`config.mk`:
```
export PLATFORM = sky130hd
export DESIGN_NAME = lsu_ctrl
export DESIGN_NICKNAME = d
export VERILOG_FILES = /design/src/rtl/lsu_pkg.sv /design/src/rtl/lsu_align.sv /design/src/rtl/lsu_ctrl.sv
export SDC_FILE = /design/constraint.sdc
export NUM_CORES = 1
export LEC_CHECK = 0
export ABC_AREA = 0
export BUFFER_PORTS_ARGS = -buffer_cell sky130_fd_sc_hd__buf_4
export CAP_MARGIN = 20
export CORE_AREA = 2 2 112 114
export DETAILED_ROUTE_END_ITERATION = 7
export DIE_AREA = 0 0 114 116
export PLACE_DENSITY_LB_ADDON = 0.12
export SKIP_CTS_REPAIR_TIMING = 1
export SLEW_MARGIN = 20
export SYNTH_ARGS = -nofsm -noshare
export SYNTH_HDL_FRONTEND = slang
export SYNTH_SLANG_ARGS = --single-unit
```
`constraint.sdc`:
```
create_clock -name clk -period 4.2 [get_ports clk]
set_input_delay 1.05 -clock clk [delete_from_list [all_inputs] [get_ports clk]]
set_output_delay 1.05 -clock clk [all_outputs]
set_load 0.02 [all_outputs]
```
`src/rtl/lsu_pkg.sv`:
```
// Shared definitions for the load/store controller.
//   SZ_*      : access size encodings on the size port (2'b11 is reserved).
//   state_e   : controller FSM states.
//   AW_DEF    : default word-address width of the data memory.
//   misaligned: 1 when size/offset cannot be served in one aligned word.
package lsu_pkg;
  localparam int AW_DEF = 10;

  localparam logic [1:0] SZ_BYTE = 2'b00;
  localparam logic [1:0] SZ_HALF = 2'b01;
  localparam logic [1:0] SZ_WORD = 2'b10;

  typedef enum logic [1:0] {
    S_IDLE   = 2'd0,
    S_ACCESS = 2'd1,
    S_WRITE  = 2'd2,
    S_RESP   = 2'd3
  } state_e;

  function automatic logic misaligned(input logic [1:0] size, input logic [1:0] off);
    case (size)
      SZ_BYTE: misaligned = 1'b0;
      SZ_HALF: misaligned = off[0];
      SZ_WORD: misaligned = (off != 2'b00);
      default: misaligned = 1'b1;
    endcase
  endfunction
endpackage

```
`src/rtl/lsu_align.sv`:
```
// Combinational lane logic for the load/store controller.
//   size_i/off_i/sext_i : access size, byte offset within word, sign-extend flag
//   ld_word_i -> ld_data_o : selected byte/half, right-justified and extended
//   st_word_i + wdata_i -> st_data_o : memory word with the addressed lane(s)
//                                      replaced by the store data
// Little-endian: byte k lives in bits 8k+7:8k.
module lsu_align
  import lsu_pkg::*;
(
  input  logic [1:0]  size_i,
  input  logic [1:0]  off_i,
  input  logic        sext_i,
  input  logic [31:0] ld_word_i,
  input  logic [31:0] st_word_i,
  input  logic [31:0] wdata_i,
  output logic [31:0] ld_data_o,
  output logic [31:0] st_data_o
);
  logic [7:0]  ld_b;
  logic [15:0] ld_h;

  assign ld_b = ld_word_i[{off_i, 3'b000} +: 8];
  assign ld_h = off_i[1] ? ld_word_i[31:16] : ld_word_i[15:0];

  always_comb begin
    ld_data_o = ld_word_i;
    case (size_i)
      SZ_BYTE: ld_data_o = {{24{sext_i & ld_b[7]}}, ld_b};
      SZ_HALF: ld_data_o = {{16{sext_i & ld_h[15]}}, ld_h};
      default: ld_data_o = ld_word_i;
    endcase
  end

  always_comb begin
    st_data_o = st_word_i;
    case (size_i)
      SZ_BYTE: st_data_o[{off_i, 3'b000} +: 8] = wdata_i[7:0];
      SZ_HALF: begin
        if (off_i[1]) st_data_o[31:16] = wdata_i[15:0];
        else          st_data_o[15:0]  = wdata_i[15:0];
      end
      default: st_data_o = wdata_i;
    endcase
  end
endmodule

```
`src/rtl/lsu_ctrl.sv`:
```
// Load/store controller between a CPU and a single-port word memory.
//   CPU side : req/wr/size/sext/addr/wdata in; ready, done, err, rdata out.
//   Memory   : dm_addr/dm_din/dm_we out, dm_dout in (combinational read,
//              memory writes on negedge clk).
// Flow: IDLE -accept-> ACCESS [-> WRITE for sub-word stores] -> RESP -> IDLE.
// Misaligned requests go straight to RESP with err=1 and touch no memory.
// Sub-word stores are read-modify-write: the word is captured in ACCESS and
// the merged word is written in WRITE.
module lsu_ctrl
  import lsu_pkg::*;
#(
  parameter int AW = AW_DEF
) (
  input  logic          clk,
  input  logic          rst_n,
  input  logic          req,
  input  logic          wr,
  input  logic [1:0]    size,
  input  logic          sext,
  input  logic [31:0]   addr,
  input  logic [31:0]   wdata,
  output logic          ready,
  output logic          done,
  output logic          err,
  output logic [31:0]   rdata,
  output logic [AW-1:0] dm_addr,
  output logic [31:0]   dm_din,
  output logic          dm_we,
  input  logic [31:0]   dm_dout
);
  state_e        state_q;
  logic          wr_q;
  logic [1:0]    size_q;
  logic          sext_q;
  logic [AW+1:0] addr_q;
  logic [31:0]   wdata_q;
  logic [31:0]   mem_q;     // word read in ACCESS for read-modify-write
  logic [31:0]   rdata_q;
  logic          err_q;

  logic [31:0]   ld_data;
  logic [31:0]   st_data;
  logic          word_st;

  // Upper address bits are outside the memory and intentionally dropped.
  logic unused_addr;
  assign unused_addr = ^addr[31:AW+2];

  lsu_align u_align (
    .size_i    (size_q),
    .off_i     (addr_q[1:0]),
    .sext_i    (sext_q),
    .ld_word_i (dm_dout),
    .st_word_i (mem_q),
    .wdata_i   (wdata_q),
    .ld_data_o (ld_data),
    .st_data_o (st_data)
  );

  always_ff @(posedge clk or negedge rst_n) begin
    if (!rst_n) begin
      state_q <= S_IDLE;
      wr_q    <= 1'b0;
      size_q  <= SZ_BYTE;
      sext_q  <= 1'b0;
      addr_q  <= '0;
      wdata_q <= '0;
      mem_q   <= '0;
      rdata_q <= '0;
      err_q   <= 1'b0;
    end else begin
      case (state_q)
        S_IDLE: if (req) begin
          wr_q    <= wr;
          size_q  <= size;
          sext_q  <= sext;
          addr_q  <= addr[AW+1:0];
          wdata_q <= wdata;
          err_q   <= misaligned(size, addr[1:0]);
          state_q <= misaligned(size, addr[1:0]) ? S_RESP : S_ACCESS;
        end
        S_ACCESS: begin
          if (!wr_q) begin
            rdata_q <= ld_data;
            state_q <= S_RESP;
          end else if (size_q == SZ_WORD) begin
            state_q <= S_RESP;
          end else begin
            mem_q   <= dm_dout;
            state_q <= S_WRITE;
          end
        end
        S_WRITE: state_q <= S_RESP;
        default: state_q <= S_IDLE;
      endcase
    end
  end

  // Memory strobes decode from registered state only, so reset drops dm_we
  // asynchronously and no CPU input can glitch it.
  assign word_st = (state_q == S_ACCESS) && wr_q && (size_q == SZ_WORD);
  assign dm_we   = word_st || (state_q == S_WRITE);
  assign dm_din  = (state_q == S_WRITE) ? st_data : (word_st ? wdata_q : 32'h0);
  assign dm_addr = ((state_q == S_ACCESS) || (state_q == S_WRITE)) ? addr_q[AW+1:2] : '0;

  assign ready = (state_q == S_IDLE);
  assign done  = (state_q == S_RESP);
  assign err   = done && err_q;
  assign rdata = rdata_q;
endmodule

```
==> flow_summary.yaml, run 1 <==
placement:
  pre_cts_ws_ps: 636
  dp.cells: 843
  port_buffers: 160
  placed_area_um2: 7420
  place.gp.congestion: 0.923
  place_hpwl_um: 12700
route:
  drc_errors: 0
  drtIter0Drc: 457
  drt-total-wl_um: 18000
  via_per_inst: 6.04
  dr_total_vias: 5288
  first_pass_iters: 6
  ant_nets: 0
  wl_per_cell_um: 20.6
finish:
  regArea_um2: 2880
  num-fill-cells: 954
  diodes: 0
  stdcell_count: 875
  syn2layout_area_growth_pct: 31.0
  final_area_um2: 8000
  final_nets: 827
  layout-drive-gt1-share: 0.418
  multi_input_area_um2: 3050
sta:
  rsz0062_at_grt: "no"
  period_share: 0.967
  drv_slew: 0
  worst_pin_slew_ps: 737
  setup_viol: 0
  slew-limit-headroom: 0.507
  final-hold-violation-count: 0
  timing.final.ws_setup_ps: 140
  tns_ps: 0
  fin_crit_ps: 4060
  max_freq_ghz: 0.246
  skew_ps: 7.06
setup_path:
  cp_max_fo: 10
  r2r_setup_slack_ps: 1910
  cp-end-kind: "output port"
  cp.arrival_ps: 3010
  crit_required_ps: 3150
  worstSetupPathType: "reg2out"
  cp-start-kind: "register"
outcome:
  status: "completed"
synth:
  synth.area.top_cells: "dfrtp_1 (47%), mux2_2 (16%), a21oi_1 (3.9%), nand3_1 (3.5%), nand2_1 (3.4%)"
  synth_fp_nets: 677
  ys_warn_count: 0
  synth_edf_count: 0
  ys_seq_area_frac: 0.471
  ys_types: 45
  ys.flop_type: "dfrtp_1"
  synth_seq_cells: 115
  synth_top_cell_by_area: "dfrtp_1"
  yosys.area.top_type_share: 0.471
  synthCells: 565
  synth_most_common_cell: "dfrtp_1"
  ys_top_cells_by_count: "dfrtp_1 (115), mux2_2 (86), nand2_1 (56)"
  netlist_area_um2: 6110
  syn_area_per_cell_um2: 10.8
  async_flop_share: 1.00
die:
  initial_utilization: 0.513
  die_h_um: 116
  die_w_um: 114
  die_area_um2: 13200
  boundaryPins: 181
  core_area_um2: 11900
  rows: 40
clocking:
  htree_levels: 4
  cts_tree: "yes"
  clk_pin_slew_ps: 50
  clk_path_buf_depth: 2
  worstSkewPairLatency_ps: 420
  clock_sinks: 115
  cts_root_buffer: "clkbuf_16"
  numCtsBuffers: 17
min_path:
  hold_class: "reg2reg"
global_routing:
  grt_pass1_vias: 5154
  antenna_found_initial: 0
  grt_use_total: 0.280
  grt_max_degree: 61
  grt_first_pass_wirelength_um: 27900
  gr-total-overflow: 0
power:
  power_mw: 7.13
  p_leak_nw: 3.67
  ir_drop_mv: 0.431
  p_per_area_nw_per_um2: 891
run:
  cap_violations: 0
cell type report:
class	instances	share of cell area
sequential	115	0.360
tap	147	0.0230
timing repair buffer	169	0.160
clock inverter	10	0.0135
clock buffer	22	0.0580
inverter	8	0.00375
multi-input combinational	404	0.382
final timing paths:
path                                  startpoint                      to  depth (start not counted)
setup / recovery           addr_q[1]$_DFFE_PN0P_              dm_din[18]                          7
hold / removal                 err_q$_DFFE_PN0P_       err_q$_DFFE_PN0P_                          1
max in group asynchronous                  rst_n  wdata_q[6]$_DFFE_PN0P_                          2
min in group asynchronous                  rst_n   rdata[30]$_DFFE_PN0P_                          1
hold reg to reg                err_q$_DFFE_PN0P_       err_q$_DFFE_PN0P_                          1
setup reg to reg           size_q[1]$_DFFE_PN0P_    mem_q[4]$_DFFE_PN0P_                          5
worst max-delay path, stage by stage (launching register included):
cell and delay (ps):
dfrtp_1 350, clkinv_1 320, ha_1 460, or3b_4 420, o32ai_4 480, a22oi_1 130, a31oi_1 250, buf_4 180
flip-flops by register name (all words and copies together) (netlist names):
signal and flops:
addr_q 12, err_q 1, mem_q 32, rdata 32
sext_q 1, size_q 2, state_q 2, wdata_q 32
wr_q 1
cell families after synthesis:
logic type      synth area share
compound gates             0.124
fa+ha+maj                 0.0184
buf+inv                   0.0316
flops                      0.471
mux                        0.206
simple gates               0.149
through the flow:
stage / util / hold WS, ps
final: 0.671 / 473
after global routing: 0.671 / 507
after CTS: 0.671 / 474
after detailed placement: 0.623 / 461
after global placement: 0.623 / 457
after floorplan: - / 442
placed cells by master, fill, tap and decap left out, types with 2 or more instances in the layout:
| cell type | n |
|---|---|
| o21ai_0 | 9 |
| nor3_1 | 3 |
| mux2_2 | 86 |
| inv_1 | 5 |
| clkbuf_1 | 3 |
| clkinv_1 | 2 |
| a22oi_1 | 8 |
| nand2b_1 | 7 |
| a32o_1 | 3 |
| o221ai_1 | 8 |
| a221o_1 | 5 |
| nand3_1 | 43 |
| clkinv_2 | 5 |
| o22ai_1 | 2 |
| a31oi_1 | 9 |
| bufinv_16 | 2 |
| a2111oi_2 | 2 |
| o31ai_1 | 2 |
| a21oi_1 | 47 |
| nand4_1 | 9 |
| dfrtp_1 | 114 |
| nand2_1 | 55 |
| nor2b_1 | 12 |
| a22o_1 | 8 |
| ha_1 | 9 |
| mux4_2 | 7 |
| and3_1 | 2 |
| mux2i_1 | 12 |
| clkinvlp_4 | 3 |
| nor2_1 | 22 |
| clkbuf_16 | 17 |
| a222oi_1 | 3 |
| and2_1 | 17 |
| buf_4 | 168 |
| clkbuf_8 | 2 |
where the power goes:
| group | internal, mW | switching [mW] |
|---|---|---|
| sequential | 1.67 | 0.543 |
| combinational | 1.63 | 1.88 |
| clock | 0.897 | 0.510 |
| total | 4.19 | 2.93 |
metal layers:
metal / global-route usage / up-vias / wire, um
met5: 0 / - / 0
met3: 0.0743 / 51 / 1690
met4: 0.130 / 0 / 605
li1: - / 2370 / -
met2: 0.434 / 309 / 8420
met1: 0.371 / 2558 / 7280
Power figures use the tool's default switching activity.
==> inputs of run 2 (changes only) <==
Settings changed: CELL_PAD_IN_SITES_DETAIL_PLACEMENT set to 1, CELL_PAD_IN_SITES_GLOBAL_PLACEMENT set to 1, CORE_AREA 2 2 112 114 to 2 2 127 129, CTS_BUF_LIST set to sky130_fd_sc_hd__clkbuf_16, DIE_AREA 0 0 114 116 to 0 0 129 131, SKIP_LAST_GASP set to 1.
==> run 2 against run 1 <==
Compared with the run above:
- worst setup slack better by 58 ps
- flip-flop and latch count did not move
- die area grew 28%
- critical path type unchanged
- critical endpoint is now dm_din[17]
- largest cell class unchanged
==> flow_summary.yaml, run 2 (synthesized netlist as in run 1, its figures left out) <==
placement:
  place.gp.congestion: 0.870
  place_hpwl_um: 14700
  pre_cts_ws_ps: 534
  port_buffers: 160
  placed_area_um2: 7510
clocking:
  clk_path_buf_depth: 2
  htree_levels: 4
  clk_pin_slew_ps: 60
  cts_tree: "yes"
  numCtsBuffers: 17
  cts_root_buffer: "clkbuf_16"
  clock_sinks: 115
  worstSkewPairLatency_ps: 420
setup_path:
  cp-start-kind: "register"
  cp-end-kind: "output port"
  regToRegStartpoint: "size_q[1]$_DFFE_PN0P_"
  worstSetupPathType: "reg2out"
  cp.arrival_ps: 2950
  slowest_stage: "o32ai_4"
  crit_required_ps: 3150
  reg2reg_depth: 5
  crit_chain: "clkinvlp_4 > ha_1 > or3b_4 > o32ai_4 > a22oi_1 > a31oi_1 > buf_4"
  crit_path_end: "dm_din[17]"
  cp_max_fo: 10
  r2r_setup_slack_ps: 1910
  slowest_delay_ps: 480
  startpoint: "addr_q[1]$_DFFE_PN0P_"
  worstReg2RegEnd: "mem_q[4]$_DFFE_PN0P_"
finish:
  multi_input_area_um2: 3050
  syn2layout_area_growth_pct: 32.9
  final_area_um2: 8120
  final_common_cell: "buf_4"
  layout_common_cells: "buf_4 (168), dfrtp_1 (113), mux2_2 (86), nand2_1 (55), a21oi_1 (47)"
  final_nets: 827
  layout-drive-gt1-share: 0.423
  num-fill-cells: 1681
  diodes: 0
  regArea_um2: 2880
sta:
  setup_viol: 0
  final-hold-violation-count: 0
  fin_crit_ps: 4000
  timing.final.ws_setup_ps: 198
  max_freq_ghz: 0.250
  worst_pin_slew_ps: 746
  tns_ps: 0
  rsz0062_at_grt: "no"
  skew_ps: 8.61
  drv_slew: 0
  period_share: 0.953
  slew-limit-headroom: 0.502
route:
  first_pass_iters: 5
  drc_errors: 0
  via_per_inst: 5.55
  ant_nets: 0
  wl_per_cell_um: 21.3
  dr_total_vias: 5241
  drtIter0Drc: 377
  drt-total-wl_um: 20100
outcome:
  status: "completed"
die:
  die_w_um: 129
  rows: 46
  die_h_um: 131
  die_area_um2: 16900
  core_area_um2: 15600
  boundaryPins: 181
  initial_utilization: 0.392
power:
  p_leak_nw: 3.67
  p_per_area_nw_per_um2: 899
  ir_drop_mv: 0.433
min_path:
  hold_class: "reg2reg"
global_routing:
  grt_first_pass_wirelength_um: 31100
  gr-total-overflow: 0
  antenna_found_initial: 0
  grt_pass1_vias: 5399
  grt_use_total: 0.247
  grt_max_degree: 67
run:
  cap_violations: 0
## run 2: cell types whose count changed in the layout (fill, tap and decap cells not counted)
cell        change
bufinv_16       +1
dfrtp_1         -1
nand2_4         -1
dfrtp_2         +1
clkinv_4        +2
clkinvlp_4      +1
clkbuf_8        -2
nand2_2         +1
clkbuf_1        -3
inv_6           +4
clkinv_2        -3
## run 2: power by group
| group | internal, mW | leakage, nW | switching, mW |
|---|---|---|---|
| Sequential | 1.67 | 1.38 | 0.577 |
| Clock | 0.936 | 0.288 | 0.567 |
| Combinational | 1.63 | 2.01 | 1.92 |
## run 2: through the flow
step           std cells  hold slack (ps)  total power, mW  utilization
6_report             944              482             7.29        0.520
4_1_cts              944              493             7.32        0.520
2_1_floorplan        565              442             4.44            -
5_1_grt              944              495             7.75        0.520
3_3_place_gp         912              455             5.67        0.481
3_5_place_dp         912              464             5.79        0.481
## run 2: cell type report
class / instances / area share
clock buffers: 17 / 0.0524
multi-input cells: 404 / 0.375
inverters: 8 / 0.00416
well taps: 216 / 0.0333
repair buffers: 169 / 0.158
clock inverters: 15 / 0.0220
flip-flops and latches: 115 / 0.355
## run 2: worst min-delay path by stage
stage	from	to	slack, ps	cells after the start
after floorplan	err_q$_DFFE_PN0P_	err_q$_DFFE_PN0P_	440	1
after global placement	err_q$_DFFE_PN0P_	err_q$_DFFE_PN0P_	460	1
after detailed placement	err_q$_DFFE_PN0P_	err_q$_DFFE_PN0P_	460	1
after CTS	err_q$_DFFE_PN0P_	err_q$_DFFE_PN0P_	490	1
after global routing	err_q$_DFFE_PN0P_	err_q$_DFFE_PN0P_	500	1
final	err_q$_DFFE_PN0P_	err_q$_DFFE_PN0P_	480	1
## run 2: worst max-delay path, delay by kind of cell (launching register included)
family,cells,cell delay [ps]
AND/OR/NAND/NOR,1,420
AO/OA/AOI/OAI,3,870
buffers and inverters,2,430
adder cells (fa/ha/maj),1,430
flip-flops,1,380
## run 2: per-layer routing
layer  part of all wire  vias up  GRT usage
li1                   -     2376          -
met1               0.46     2665      0.341
met2               0.47      178      0.392
met3              0.055       22     0.0468
met4              0.016        0     0.0844
met5                  0        -          0
==> inputs of run 3 (changes only) <==
Settings changed: ABC_AREA 0 to 1, CORE_AREA 2 2 127 129 to 8 8 145 147, DIE_AREA 0 0 129 131 to 0 0 153 155.
==> run 3 against run 2 <==
Compared with the run above:
- core utilization down 4.6 points
- design area up 11%
- maximum frequency increased by 0.16%
- power is 12% higher
- final cell count is 43% higher
- synthesized cell count rose by 70%
- count of clock-buffer cells in the layout stayed put
- hold slack improved by 4.0 ps
- worst setup slack gained 6.2 ps
- critical endpoint is now dm_din[14]
==> flow_summary.yaml, run 3 <==
synth:
  ys_warn_count: 0
  synth_edf_count: 0
  synth_xor_area_frac: 0
  syn_area_per_cell_um2: 7.22
  yosys.area.top_type_share: 0.414
  synth_top_family_by_area: "simple AND/OR/NAND/NOR gates"
  netlist_area_um2: 6950
  async_flop_share: 1.00
  ys_types: 27
  ys.flop_type: "dfrtp_1"
  synth_fp_nets: 1074
  synth_most_common_cell: "nand2_1"
  ys_top_cells_by_count: "nand2_1 (232), dfrtp_1 (115), o21ai_0 (102)"
  synth_top_cell_by_area: "dfrtp_1"
  synthCells: 962
  yosys.area_share.simple: 0.237
  synth.area.top_cells: "dfrtp_1 (41%), nand2_1 (13%), o21ai_0 (7.3%), a21oi_1 (6.0%), nor2_1 (5.4%)"
  ys_seq_area_frac: 0.414
  synth_mux_area_frac: 0.0454
  synth_seq_cells: 115
  synthAdderAreaFrac: 0.0162
  synth_compound_area_frac: 0.198
finish:
  layout_common_cells: "nand2_1 (231), buf_4 (177), dfrtp_1 (114), o21ai_0 (102), nor2_1 (100)"
  layout-drive-gt1-share: 0.233
  diodes: 0
  stdcell_count: 1352
  final_common_cell: "nand2_1"
  final_area_um2: 8990
  fin_util: 0.475
  syn2layout_area_growth_pct: 29.4
  final_nets: 1213
die:
  die_w_um: 153
  rows: 51
  die_area_um2: 23700
  initial_utilization: 0.367
  die_h_um: 155
  core_area_um2: 19000
  boundaryPins: 181
clocking:
  numCtsBuffers: 17
  htree_levels: 4
  clk_path_buf_depth: 2
  cts_tree: "yes"
  cts_root_buffer: "clkbuf_16"
  clk_pin_slew_ps: 60
  worstSkewPairLatency_ps: 420
  clock_sinks: 115
sta:
  period_share: 0.951
  worst_pin_slew_ps: 792
  setup_viol: 0
  skew_ps: 10.3
  drv_slew: 0
  rsz0062_at_grt: "no"
  max_freq_ghz: 0.250
  timing.final.ws_setup_ps: 205
  tns_ps: 0
  fin_crit_ps: 4000
  slew-limit-headroom: 0.470
  final-hold-violation-count: 0
setup_path:
  cp_max_fo: 12
  worstSetupPathType: "reg2out"
  worstReg2RegEnd: "mem_q[29]$_DFFE_PN0P_"
  slowest_stage: "ha_1"
  crit_chain: "clkinv_1 > ha_1 > inv_1 > nor2_2 > buf_4 > nand2_1 > o21ai_0 > nand2_1 > a21oi_1 > buf_4"
  slowest_delay_ps: 470
  crit_family: "buffers and inverters"
  r2r_setup_slack_ps: 2060
  reg2reg_depth: 6
  timing.critical_path.buf_inv: 4
  cp.arrival_ps: 2950
  cp-end-kind: "output port"
  cp-start-kind: "register"
  regToRegStartpoint: "size_q[1]$_DFFE_PN0P_"
  crit_required_ps: 3150
power:
  p_leak_nw: 4.53
  sw_frac_of_total: 0.476
  p_switching_mw: 3.90
  p_per_area_nw_per_um2: 911
  combPwrFrac: 0.560
  ir_drop_mv: 0.456
  intPower_mw: 4.30
  pwr-share-seq: 0.256
  clkPwrFrac: 0.184
route:
  via_per_inst: 5.15
  wl_met3_um: 1010
  routed.top_layer: "met4"
  wl_met2_um: 12500
  ant_nets: 0
  wl_met1_um: 10600
  dr_total_vias: 6958
  drt-total-wl_um: 24400
  drc_errors: 0
  drtIter0Drc: 272
  first_pass_iters: 4
  wl_per_cell_um: 18.1
run:
  cap_violations: 0
global_routing:
  gr-total-overflow: 0
  grt_first_pass_wirelength_um: 38900
  grt_pass1_vias: 7120
  grt_use_total: 0.208
  antenna_found_initial: 0
  grt_max_degree: 66
placement:
  place.gp.congestion: 0.825
  placed_area_um2: 8370
  port_buffers: 160
  place_hpwl_um: 17700
  pre_cts_ws_ps: 733
  dp.cells: 1319
min_path:
  hold_class: "reg2reg"
  whs_path_depth: 2
  hp-start: "rdata[12]$_DFFE_PN0P_"
  holdPathEnd: "rdata[12]$_DFFE_PN0P_"
outcome:
  status: "completed"
## run 3: tightest hold or removal path, delay by kind of cell (launching register included)
kind          cells  cell delay, ps
simple gates      2             110
flops             1             350
## run 3: how the worst max path moves through the flow
stage                  to  slack [ps]                    from  cells past startpoint
2_1_floorplan  dm_din[10]         980   addr_q[1]$_DFFE_PN0P_                      9
3_3_place_gp   dm_din[14]         790  state_q[1]$_DFFE_PN0P_                      9
3_5_place_dp   dm_din[14]         730   addr_q[1]$_DFFE_PN0P_                     10
4_1_cts        dm_din[14]         230   addr_q[1]$_DFFE_PN0P_                     10
5_1_grt        dm_din[14]          30   addr_q[1]$_DFFE_PN0P_                     10
6_report       dm_din[14]         200   addr_q[1]$_DFFE_PN0P_                     10
## run 3: layout make-up
class | count | area (um^2)
Fill cell | 2361 | 9960
Multi-Input combinational cell | 690 | 3460
Sequential cell | 115 | 2880
Timing Repair Buffer | 180 | 1390
Clock buffer | 17 | 425
Inverter | 97 | 364
Tap cell | 238 | 298
Clock inverter | 15 | 176
## run 3: logic make-up (layout without fill, tap and decap cells)
family | Yosys count | count (layout)
compound gates | 250 | 250
simple gates | 403 | 403
fa+ha+maj | 9 | 9
buf+inv | 157 | 309
flops | 115 | 115
mux | 28 | 28
## run 3: layer usage
layer	GRT usage	vias to the layer above
li1	-	3412
met1	0.257	3367
met2	0.359	157
met5	0	-
met3	0.0458	22
met4	0.0575	0
## run 3: power groups by stage
| stage | sequential (mW) | combinational, mW | clock (mW) |
|---|---|---|---|
| finish | 2.10 | 4.59 | 1.51 |
| global route | 2.18 | 5.10 | 1.58 |
| CTS | 2.11 | 4.64 | 1.53 |
| detailed placement | 2.12 | 4.61 | 0 |
| global placement | 2.10 | 4.53 | 0 |
| floorplan | 2.14 | 2.87 | 0 |
## run 3: metrics by stage
step	power [mW]	hold WS, ps
global placement	6.63	469
global route	8.86	516
finish	8.20	486
detailed placement	6.73	472
floorplan	5.01	453
CTS	8.28	488
